--- src/rtl/simon_pkg.sv ---
// Shared definitions for the Simon game controller: state encoding and
// default parameter values used by simon_game_fsm and simon_round_ctr.
package simon_pkg;

  localparam int DEF_MAX_ROUNDS       = 16;
  localparam int DEF_ROUND_W          = 5;
  localparam int DEF_SPEED_W          = 3;
  localparam int DEF_ROUNDS_PER_SPEED = 4;
  localparam int DEF_TIMEOUT_PULSES   = 8;

  typedef enum logic [3:0] {
    IDLE,
    SEED,
    LDSPD,
    LOADC,
    FLASH,
    GAP,
    PLAY,
    CHECK,
    WIN,
    LOSE
  } state_t;

endpackage

--- src/rtl/simon_round_ctr.sv ---
// Round number and speed level counters for the Simon game.
// clr starts a new game at round 1 / speed 0; inc completes one round.
module simon_round_ctr import simon_pkg::*; #(
  parameter int ROUND_W          = DEF_ROUND_W,
  parameter int SPEED_W          = DEF_SPEED_W,
  parameter int ROUNDS_PER_SPEED = DEF_ROUNDS_PER_SPEED
) (
  input  logic               clk,
  input  logic               rst,
  input  logic               inc,
  input  logic               clr,
  output logic [ROUND_W-1:0] round,
  output logic [SPEED_W-1:0] speed
);

  localparam logic [ROUND_W-1:0] DONE_LAST = ROUND_W'(ROUNDS_PER_SPEED - 1);

  logic [ROUND_W-1:0] round_q, round_d;
  logic [ROUND_W-1:0] done_q, done_d;
  logic [SPEED_W-1:0] speed_q, speed_d;

  // done_q counts completed rounds within the current speed step
  always_comb begin
    round_d = round_q;
    done_d  = done_q;
    speed_d = speed_q;
    if (clr) begin
      round_d = ROUND_W'(1);
      done_d  = '0;
      speed_d = '0;
    end else if (inc) begin
      round_d = round_q + ROUND_W'(1);
      if (done_q == DONE_LAST) begin
        done_d = '0;
        if (speed_q != '1) begin
          speed_d = speed_q + SPEED_W'(1);
        end
      end else begin
        done_d = done_q + ROUND_W'(1);
      end
    end
  end

  always_ff @(posedge clk or posedge rst) begin
    if (rst) begin
      round_q <= '0;
      done_q  <= '0;
      speed_q <= '0;
    end else begin
      round_q <= round_d;
      done_q  <= done_d;
      speed_q <= speed_d;
    end
  end

  assign round = round_q;
  assign speed = speed_q;

endmodule

--- src/rtl/simon_game_fsm.sv ---
// Simon game controller: seeds the RNG, flashes a growing colour sequence,
// then checks the player's guesses. Define SIMON_TIMEOUT_EN for a player idle timeout.
module simon_game_fsm import simon_pkg::*; #(
  parameter int MAX_ROUNDS       = DEF_MAX_ROUNDS,
  parameter int ROUND_W          = DEF_ROUND_W,
  parameter int SPEED_W          = DEF_SPEED_W,
  parameter int ROUNDS_PER_SPEED = DEF_ROUNDS_PER_SPEED,
  parameter int TIMEOUT_PULSES   = DEF_TIMEOUT_PULSES
) (
  input  logic               clk,
  input  logic               rst,
  input  logic               go,
  input  logic               guess_valid,
  input  logic               result,
  input  logic               empty,
  input  logic               pulse,
  output logic               start,
  output logic               rst_seedgen,
  output logic               load_colour,
  output logic               load_speed,
  output logic [SPEED_W-1:0] speed,
  output logic               flash_colour,
  output logic               player_turn,
  output logic [ROUND_W-1:0] check_round,
  output logic               game_over,
  output logic               win
);

  if (MAX_ROUNDS < 1 || MAX_ROUNDS > 31) begin : g_bad_max_rounds
    $error("simon_game_fsm: MAX_ROUNDS must be 1..31");
  end
  if (ROUNDS_PER_SPEED < 1 || TIMEOUT_PULSES < 1) begin : g_bad_counts
    $error("simon_game_fsm: ROUNDS_PER_SPEED and TIMEOUT_PULSES must be >= 1");
  end

  localparam logic [ROUND_W-1:0] LAST_ROUND = ROUND_W'(MAX_ROUNDS);

  state_t             state_q, state_d;
  logic [ROUND_W-1:0] idx_q, idx_d, idx_inc;
  logic [ROUND_W-1:0] round;
  logic               inc, clr;
  logic               start_q, load_colour_q, load_speed_q;
  logic               flash_q, player_turn_q, game_over_q, win_q;

`ifdef SIMON_TIMEOUT_EN
  localparam int               TO_W    = $clog2(TIMEOUT_PULSES + 1);
  localparam logic [TO_W-1:0]  TO_LAST = TO_W'(TIMEOUT_PULSES - 1);
  logic [TO_W-1:0]             to_cnt_q, to_cnt_d;
`endif

  simon_round_ctr #(
    .ROUND_W          (ROUND_W),
    .SPEED_W          (SPEED_W),
    .ROUNDS_PER_SPEED (ROUNDS_PER_SPEED)
  ) u_round_ctr (
    .clk   (clk),
    .rst   (rst),
    .inc   (inc),
    .clr   (clr),
    .round (round),
    .speed (speed)
  );

  assign idx_inc = idx_q + ROUND_W'(1);

  always_comb begin
    state_d = state_q;
    idx_d   = idx_q;
    inc     = 1'b0;
    clr     = 1'b0;
`ifdef SIMON_TIMEOUT_EN
    to_cnt_d = (state_q == PLAY) ? to_cnt_q : '0;
`endif
    case (state_q)
      IDLE, WIN, LOSE: begin
        if (go) begin
          state_d = SEED;
          clr     = 1'b1;
        end
      end
      SEED:  state_d = LDSPD;
      LDSPD: begin
        idx_d   = '0;
        state_d = LOADC;
      end
      LOADC: state_d = FLASH;
      FLASH: if (pulse) state_d = GAP;
      // one colour has been shown per GAP; the round shows `round` colours
      GAP: begin
        if (pulse) begin
          idx_d   = idx_inc;
          state_d = (idx_inc == round) ? PLAY : LOADC;
        end
      end
      PLAY: begin
        if (guess_valid) begin
          state_d = CHECK;
`ifdef SIMON_TIMEOUT_EN
          to_cnt_d = '0;
        end else if (pulse) begin
          if (to_cnt_q == TO_LAST) state_d = LOSE;
          else                     to_cnt_d = to_cnt_q + TO_W'(1);
`endif
        end
      end
      CHECK: begin
        if (!result)                   state_d = LOSE;
        else if (!empty)               state_d = PLAY;
        else if (round == LAST_ROUND)  state_d = WIN;
        else begin
          inc     = 1'b1;
          state_d = LDSPD;
        end
      end
      default: state_d = IDLE;
    endcase
  end

  always_ff @(posedge clk or posedge rst) begin
    if (rst) begin
      state_q <= IDLE;
      idx_q   <= '0;
`ifdef SIMON_TIMEOUT_EN
      to_cnt_q <= '0;
`endif
    end else begin
      state_q <= state_d;
      idx_q   <= idx_d;
`ifdef SIMON_TIMEOUT_EN
      to_cnt_q <= to_cnt_d;
`endif
    end
  end

  // Outputs are decoded from the next state so they change with the state register
  always_ff @(posedge clk or posedge rst) begin
    if (rst) begin
      start_q       <= 1'b0;
      load_colour_q <= 1'b0;
      load_speed_q  <= 1'b0;
      flash_q       <= 1'b0;
      player_turn_q <= 1'b0;
      game_over_q   <= 1'b0;
      win_q         <= 1'b0;
    end else begin
      start_q       <= (state_d == SEED);
      load_colour_q <= (state_d == LOADC);
      load_speed_q  <= (state_d == LDSPD);
      flash_q       <= (state_d == FLASH);
      player_turn_q <= (state_d == PLAY);
      game_over_q   <= (state_d == WIN) || (state_d == LOSE);
      win_q         <= (state_d == WIN);
    end
  end

  assign start        = start_q;
  assign rst_seedgen  = start_q;
  assign load_colour  = load_colour_q;
  assign load_speed   = load_speed_q;
  assign flash_colour = flash_q;
  assign player_turn  = player_turn_q;
  assign game_over    = game_over_q;
  assign win          = win_q;
  assign check_round  = round;

endmodule

--- config.mk ---
export PLATFORM = sky130hd
export DESIGN_NAME = simon_game_fsm
export DESIGN_NICKNAME = d
export VERILOG_FILES = /design/src/rtl/simon_pkg.sv /design/src/rtl/simon_round_ctr.sv /design/src/rtl/simon_game_fsm.sv
export SDC_FILE = /design/constraint.sdc
export NUM_CORES = 1
export LEC_CHECK = 0
export CELL_PAD_IN_SITES_DETAIL_PLACEMENT = 1
export CELL_PAD_IN_SITES_GLOBAL_PLACEMENT = 1
export CORE_ASPECT_RATIO = 0.8
export CORE_MARGIN = 8
export CORE_UTILIZATION = 35
export DETAILED_ROUTE_END_ITERATION = 16
export GPL_ROUTABILITY_DRIVEN = 0
export GPL_TIMING_DRIVEN = 0
export PLACE_DENSITY = 0.78
export SYNTH_ARGS = -nofsm -noshare
export SYNTH_HDL_FRONTEND = slang
export SYNTH_SLANG_ARGS = --single-unit
--- constraint.sdc ---
create_clock -name clk -period 4.44 [get_ports clk]
set_clock_uncertainty 0.05 [all_clocks]
set_input_delay 1.11 -clock clk [delete_from_list [all_inputs] [get_ports clk]]
set_output_delay 1.11 -clock clk [all_outputs]
set_load 0.1 [all_outputs]
# [Word-level counts from Yosys, hierarchy flattened]
# Index checks and enable logic that the tools add are counted.
[op_classes] n_reduce_logical=9 n_eq_ne=21 n_addsub=4 n_mux=26
[ops] operator="case mux 4 bit (8 select lines)" n=1
[ops] operator="two-way mux 5 bit" n=6
[ops] operator="two-way mux 4 bit" n=7
[ops] operator="== test 4 x 3 -> 1 bit (second input constant)" n=6
[ops] operator="== test 4 x 2 -> 1 bit (second input constant)" n=4
[ops] operator="== test 4 bit (second input constant)" n=4
[ops] operator="adder 5 x 1 -> 5 bit (second input constant)" n=3
[ops] operator="two-way mux 3 bit" n=5
[ops] operator="case mux 5 bit (2 select lines)" n=1
[ops] operator="== test 4 x 1 -> 1 bit (second input constant)" n=2
[ops] operator="nonzero test 2 bit" n=4
[ops] operator="two-way mux 1 bit" n=6
[ops] operator="== test 5 x 2 -> 1 bit (second input constant)" n=1
[ops] operator="== test 5 bit" n=1
[ops] operator="== test 5 bit (second input constant)" n=1
[ops] operator="logical NOT 4 bit" n=1
[ops] operator="adder 3 x 1 -> 3 bit (second input constant)" n=1
[ops] operator="!= test 3 bit (second input constant)" n=1
[ops] operator="AND reduction 3 bit" n=1
[ops] operator="OR reduction 3 bit" n=1
[ops] operator="!= test 2 bit (second input constant)" n=1
[ops] operator="AND reduction 2 bit" n=1
[ops] operator="logical OR 1 bit" n=1
[word_totals] register_bits=29 input_bits=7 output_inout_bits=16

# [Depth between registers and ports, before layout]
# Gate-level depths: netlist of run 1.
[logic_depth] depth_word=7 depth_mapped=8 depth_no_buf=7

# [By module]
# From an unflattened synthesis of run 1, not the netlist that was laid out.
[hier_totals] cells_unflattened=158 area_unflattened_um2=1605.3
[by_module_without_submodules] mod="simon_game_fsm" instances=1 seq_area_each_um2=400.4 area_each_um2=945.9 cells_each=97
[by_module_without_submodules] mod="simon_round_ctr" instances=1 seq_area_each_um2=325.3 area_each_um2=659.4 cells_each=61

# [Worst setup path after synthesis of run 1]
# No wires, ideal clock.
[synth_timing] path_kind="reg-to-output" start="register start_q (netlist: rst_seedgen)" end="output port start" setup_slack_ps=1956 t_required_ps=3280 t_arrival_ps=1324 stages_incl_launch_ff=2 path_cell_list="dfrtp_1 buf_4"
[synth_rtl] item="start, declared" line="simon_game_fsm.sv:42" source="logic start_q, load_colour_q, load_speed_q;"
[synth_rtl] item="start signal, assigned" line="simon_game_fsm.sv:146" source="start_q <= (state_d == SEED);"
[synth_rtl] item="end, declared" line="simon_game_fsm.sv:17" source="output logic start,"
# No word-level cell between the ends.

# [Final worst setup path of run 1]
[layout_timing] start="register u_round_ctr.round_q[0] (netlist: u_round_ctr.round[0])" end="output port check_round[0]"
[layout_rtl] item="start, declared" line="simon_round_ctr.sv:18" source="logic [ROUND_W-1:0] round_q, round_d;"
[layout_rtl] item="start signal, assigned" line="simon_round_ctr.sv:50" source="round_q <= round_d;"
[layout_rtl] item="end, declared" line="simon_game_fsm.sv:24" source="output logic [ROUND_W-1:0] check_round,"
# No word-level cell between the ends.

==> impl_metrics.csv, run 1 <==
group,metric,value,unit
floorplan,core,4570,sq um
sta,finalSetupViolCount,0,
floorplan,die_w,92.8,microns
routing,routed_wirelength,4.11,mm
placement,io_buffers,22,
floorplan,ios,23,
setup_path,cp_max_fo,6,
final_layout,layout_common_cells,"dfrtp_1, clkdlybuf4s50_1, nor2_1",
power_and_ir_drop,swShare,45.7,%
sta,fin_hold_ws,0.489,ns
yosys,syn_nets,173,
cts,clockBufferDepth,2,
final_layout,area_growth_syn_to_layout,24.9,%
yosys,async_flop_share,100,%
sta,fin_crit_sh,69.9,%
yosys,yosys_warnings,0,
min_path,holdPathStages,1,
power_and_ir_drop,clockPowerShare,21.6,%
sta,clock.fmax,0.322,GHz
global_routing,grt_pass1_wl,7.10,mm
run,max_cap_viol_count,0,
routing,remaining_drc_errors,0,
routing,drt_iter0_markers,35,
setup_path,path_cells,"clkdlybuf4s50_1",
final_layout,n_antenna_cell,0,
cts,cts_tree,"built",
cts,cts_resized,0,
yosys,synth_edf_count,0,
sta,worst_pin_slew,1.13,ns
setup_path,crit_arrival,1.95,ns
setup_path,reg2regPathDepth,6,
cts,cts_root_buf,"clkbuf_8",
sta,slew_viol_final,0,
floorplan,die_area,7190,sq um
yosys,mappedNetlistArea,1650,sq um
power_and_ir_drop,power_frac_seq,28.4,%
routing,vias_per_cell,5.21,
yosys,avgSynthCellArea,10.3,sq um
cts,cts_setup_buffers,0,
setup_path,cp.depth,1,
power_and_ir_drop,total_power,1320,uW
floorplan,dieHeight,77.5,microns
sta,rsz0062_at_grt,"false",
power_and_ir_drop,power.switching,602,uW
yosys,yosys_register_bits,29,
floorplan,fp-row-count,22,
setup_path,cp_slowest_cell,"clkdlybuf4s50_1",
placement,dp_hpwl,3.12,mm
cts,clk_latency,0.28,ns
sta,timing.final.crit_period,3.11,ns
cts,numCtsBuffers,5,
setup_path,critPathBufInv,1,
yosys,ys_types,43,
final_layout,fin_util,45.2,%
final_layout,mostFrequentLayoutCell,"dfrtp_1",
routing,post_drt_wl_per_cell,16.4,microns
sta,finalHoldViolCount,0,
min_path,holdCritPathClass,"register to register",
placement,place_area,1950,sq um
yosys,ys_seq_area_share,43.9,%
power_and_ir_drop,vdd_drop_max,0.000347,V
yosys,ys.flop_type,"dfrtp_1",
setup_path,cpPeakStageDelay,1.19,ns
yosys,synthCells,160,
global_routing,grt_max_degree,30,
global_routing,gr-total-overflow,0,
setup_path,critPathKind,"register to primary output",
final_layout,finish.instance_area,2060,sq um
routing,first_pass_iters,4,
cts,htreeDepth,2,
final_layout,seq_area,726,sq um
setup_path,critPathTopFamily,"buffers and inverters",
routing,via_count,1303,
setup_path,end_kind,"primary output",
global_routing,grt_pass1_vias,1484,
cts,clock-sinks,29,
floorplan,initial_core_util,36.2,%
setup_path,cp-start-kind,"register",
final_layout,multi_input_area,848,sq um
power_and_ir_drop,cellInternalPower,714,uW
global_routing,grt_util_all_layers,12.1,%
setup_path,worstPathRequired,3.28,ns
routing,ant_nets,0,
sta,tns,0,ns
power_and_ir_drop,powerDensity,637,nW/um^2
final_layout,final_nets,202,
final_layout,drive_above_1_share,12.6,%
power_and_ir_drop,pwr-share-comb,50.0,%
global_routing,antenna_found_initial,0,
final_layout,nFillCells,522,
cts,clkTransAtPathRegs,0.07,ns
sta,maxSlewHeadroom,24.7,%
power_and_ir_drop,leakage,0.000931,uW
run_status,status,"complete, no violations",
cts,ctsHoldBuffers,0,
==> power by group through the flow <==
stage / Sequential (uW) / Clock (uW) / Combinational (uW)
after global routing: 383 / 301 / 706
final: 374 / 284 / 658
after global placement: 371 / 0 / 638
after floorplan: 530 / 0 / 349
after detailed placement: 377 / 0 / 663
after CTS: 373 / 289 / 668
==> layer usage <==
layer	part of all wire, %	track usage, %	vias up
met4	0.24	2.89	0
met3	4.9	4.13	2
met2	45	19.5	22
met5	0	0	-
li1	-	-	628
met1	49	15.1	651
==> layout make-up <==
type	instances	area share, %
Multi-Input combinational cell	116	41.1
Clock buffer	7	4.18
Buffer	7	2.36
Clock inverter	1	1.45
Tap cell	60	3.64
Sequential cell	29	35.2
Inverter	8	1.45
Timing Repair Buffer	22	10.7
==> stage by stage <==
step | setup WS [ns] | instances
3_3_place_gp | 1.60 | 242
4_1_cts | 1.32 | 250
6_report | 1.33 | 250
5_1_grt | 1.27 | 250
2_1_floorplan | 1.96 | 160
3_5_place_dp | 1.54 | 242
==> synthesized netlist by cell type, drive strengths merged (3+ instances only) <==
| library cell | instances | area [sq um] |
|---|---|---|
| o22ai | 3 | 18.8 |
| buf | 7 | 48.8 |
| a21oi | 5 | 25.0 |
| nor2 | 14 | 52.6 |
| nand4 | 3 | 18.8 |
| xor2 | 11 | 96.3 |
| xnor2 | 3 | 26.3 |
| ha | 6 | 75.1 |
| nand2 | 14 | 60.1 |
| inv | 8 | 30.0 |
| mux2i | 3 | 30.0 |
| nand3 | 8 | 40.0 |
| nand3b | 5 | 53.8 |
| nand2b | 3 | 18.8 |
| nor3 | 3 | 15.0 |
| dfrtp | 29 | 726 |
| o21ai | 8 | 40.0 |
==> kinds of logic after synthesis <==
family                   Yosys count  share of synthesized area (%)
multiplexers                       3                           1.82
buffers and inverters             15                           4.77
flip-flops                        29                           43.9
adder cells (fa/ha/maj)            6                           4.54
XOR/XNOR                          14                           7.42
AND/OR/NAND/NOR                   64                           23.4
AO/OA/AOI/OAI                     29                           14.2
==> worst paths after layout <==
path / to / slack (ns) / start
setup / recovery: check_round[0] / 1.33 / u_round_ctr.round[0]
hold / removal: idx_q[1] / 0.49 / idx_q[1]
setup reg to reg: load_colour / 2.34 / idx_q[0]
hold reg to reg: idx_q[1] / 0.49 / idx_q[1]
max in group asynchronous: state_q[3] / 2.29 / rst
min in group asynchronous: u_round_ctr.done_q[4] / 1.38 / rst
==> state kept, by name (all words and copies together) (netlist names) <==
register	count
state_q	4
player_turn	1
win	1
u_round_ctr.speed	3
load_speed	1
u_round_ctr.done_q	5
flash_colour	1
game_over	1
rst_seedgen	1
u_round_ctr.round	5
idx_q	5
load_colour	1
(Power assumes the default switching activity.)
==> run 2, diff against run 1 <==
Clock period 4.44 ns to 3 ns, I/O delays scaled along.
==> results of run 2 <==
Same layout as run 1 (identical final DEF). Status: complete, no violations.
Main changes from that run: setup slack after placement 1.54 ns -> 0.457 ns; setup slack after layout 1.33 ns -> 0.255 ns; register-to-register setup slack 2.34 ns -> 0.90 ns; total power 1320 uW -> 1950 uW; worst IR drop on VDD 0.000347 V -> 0.000513 V
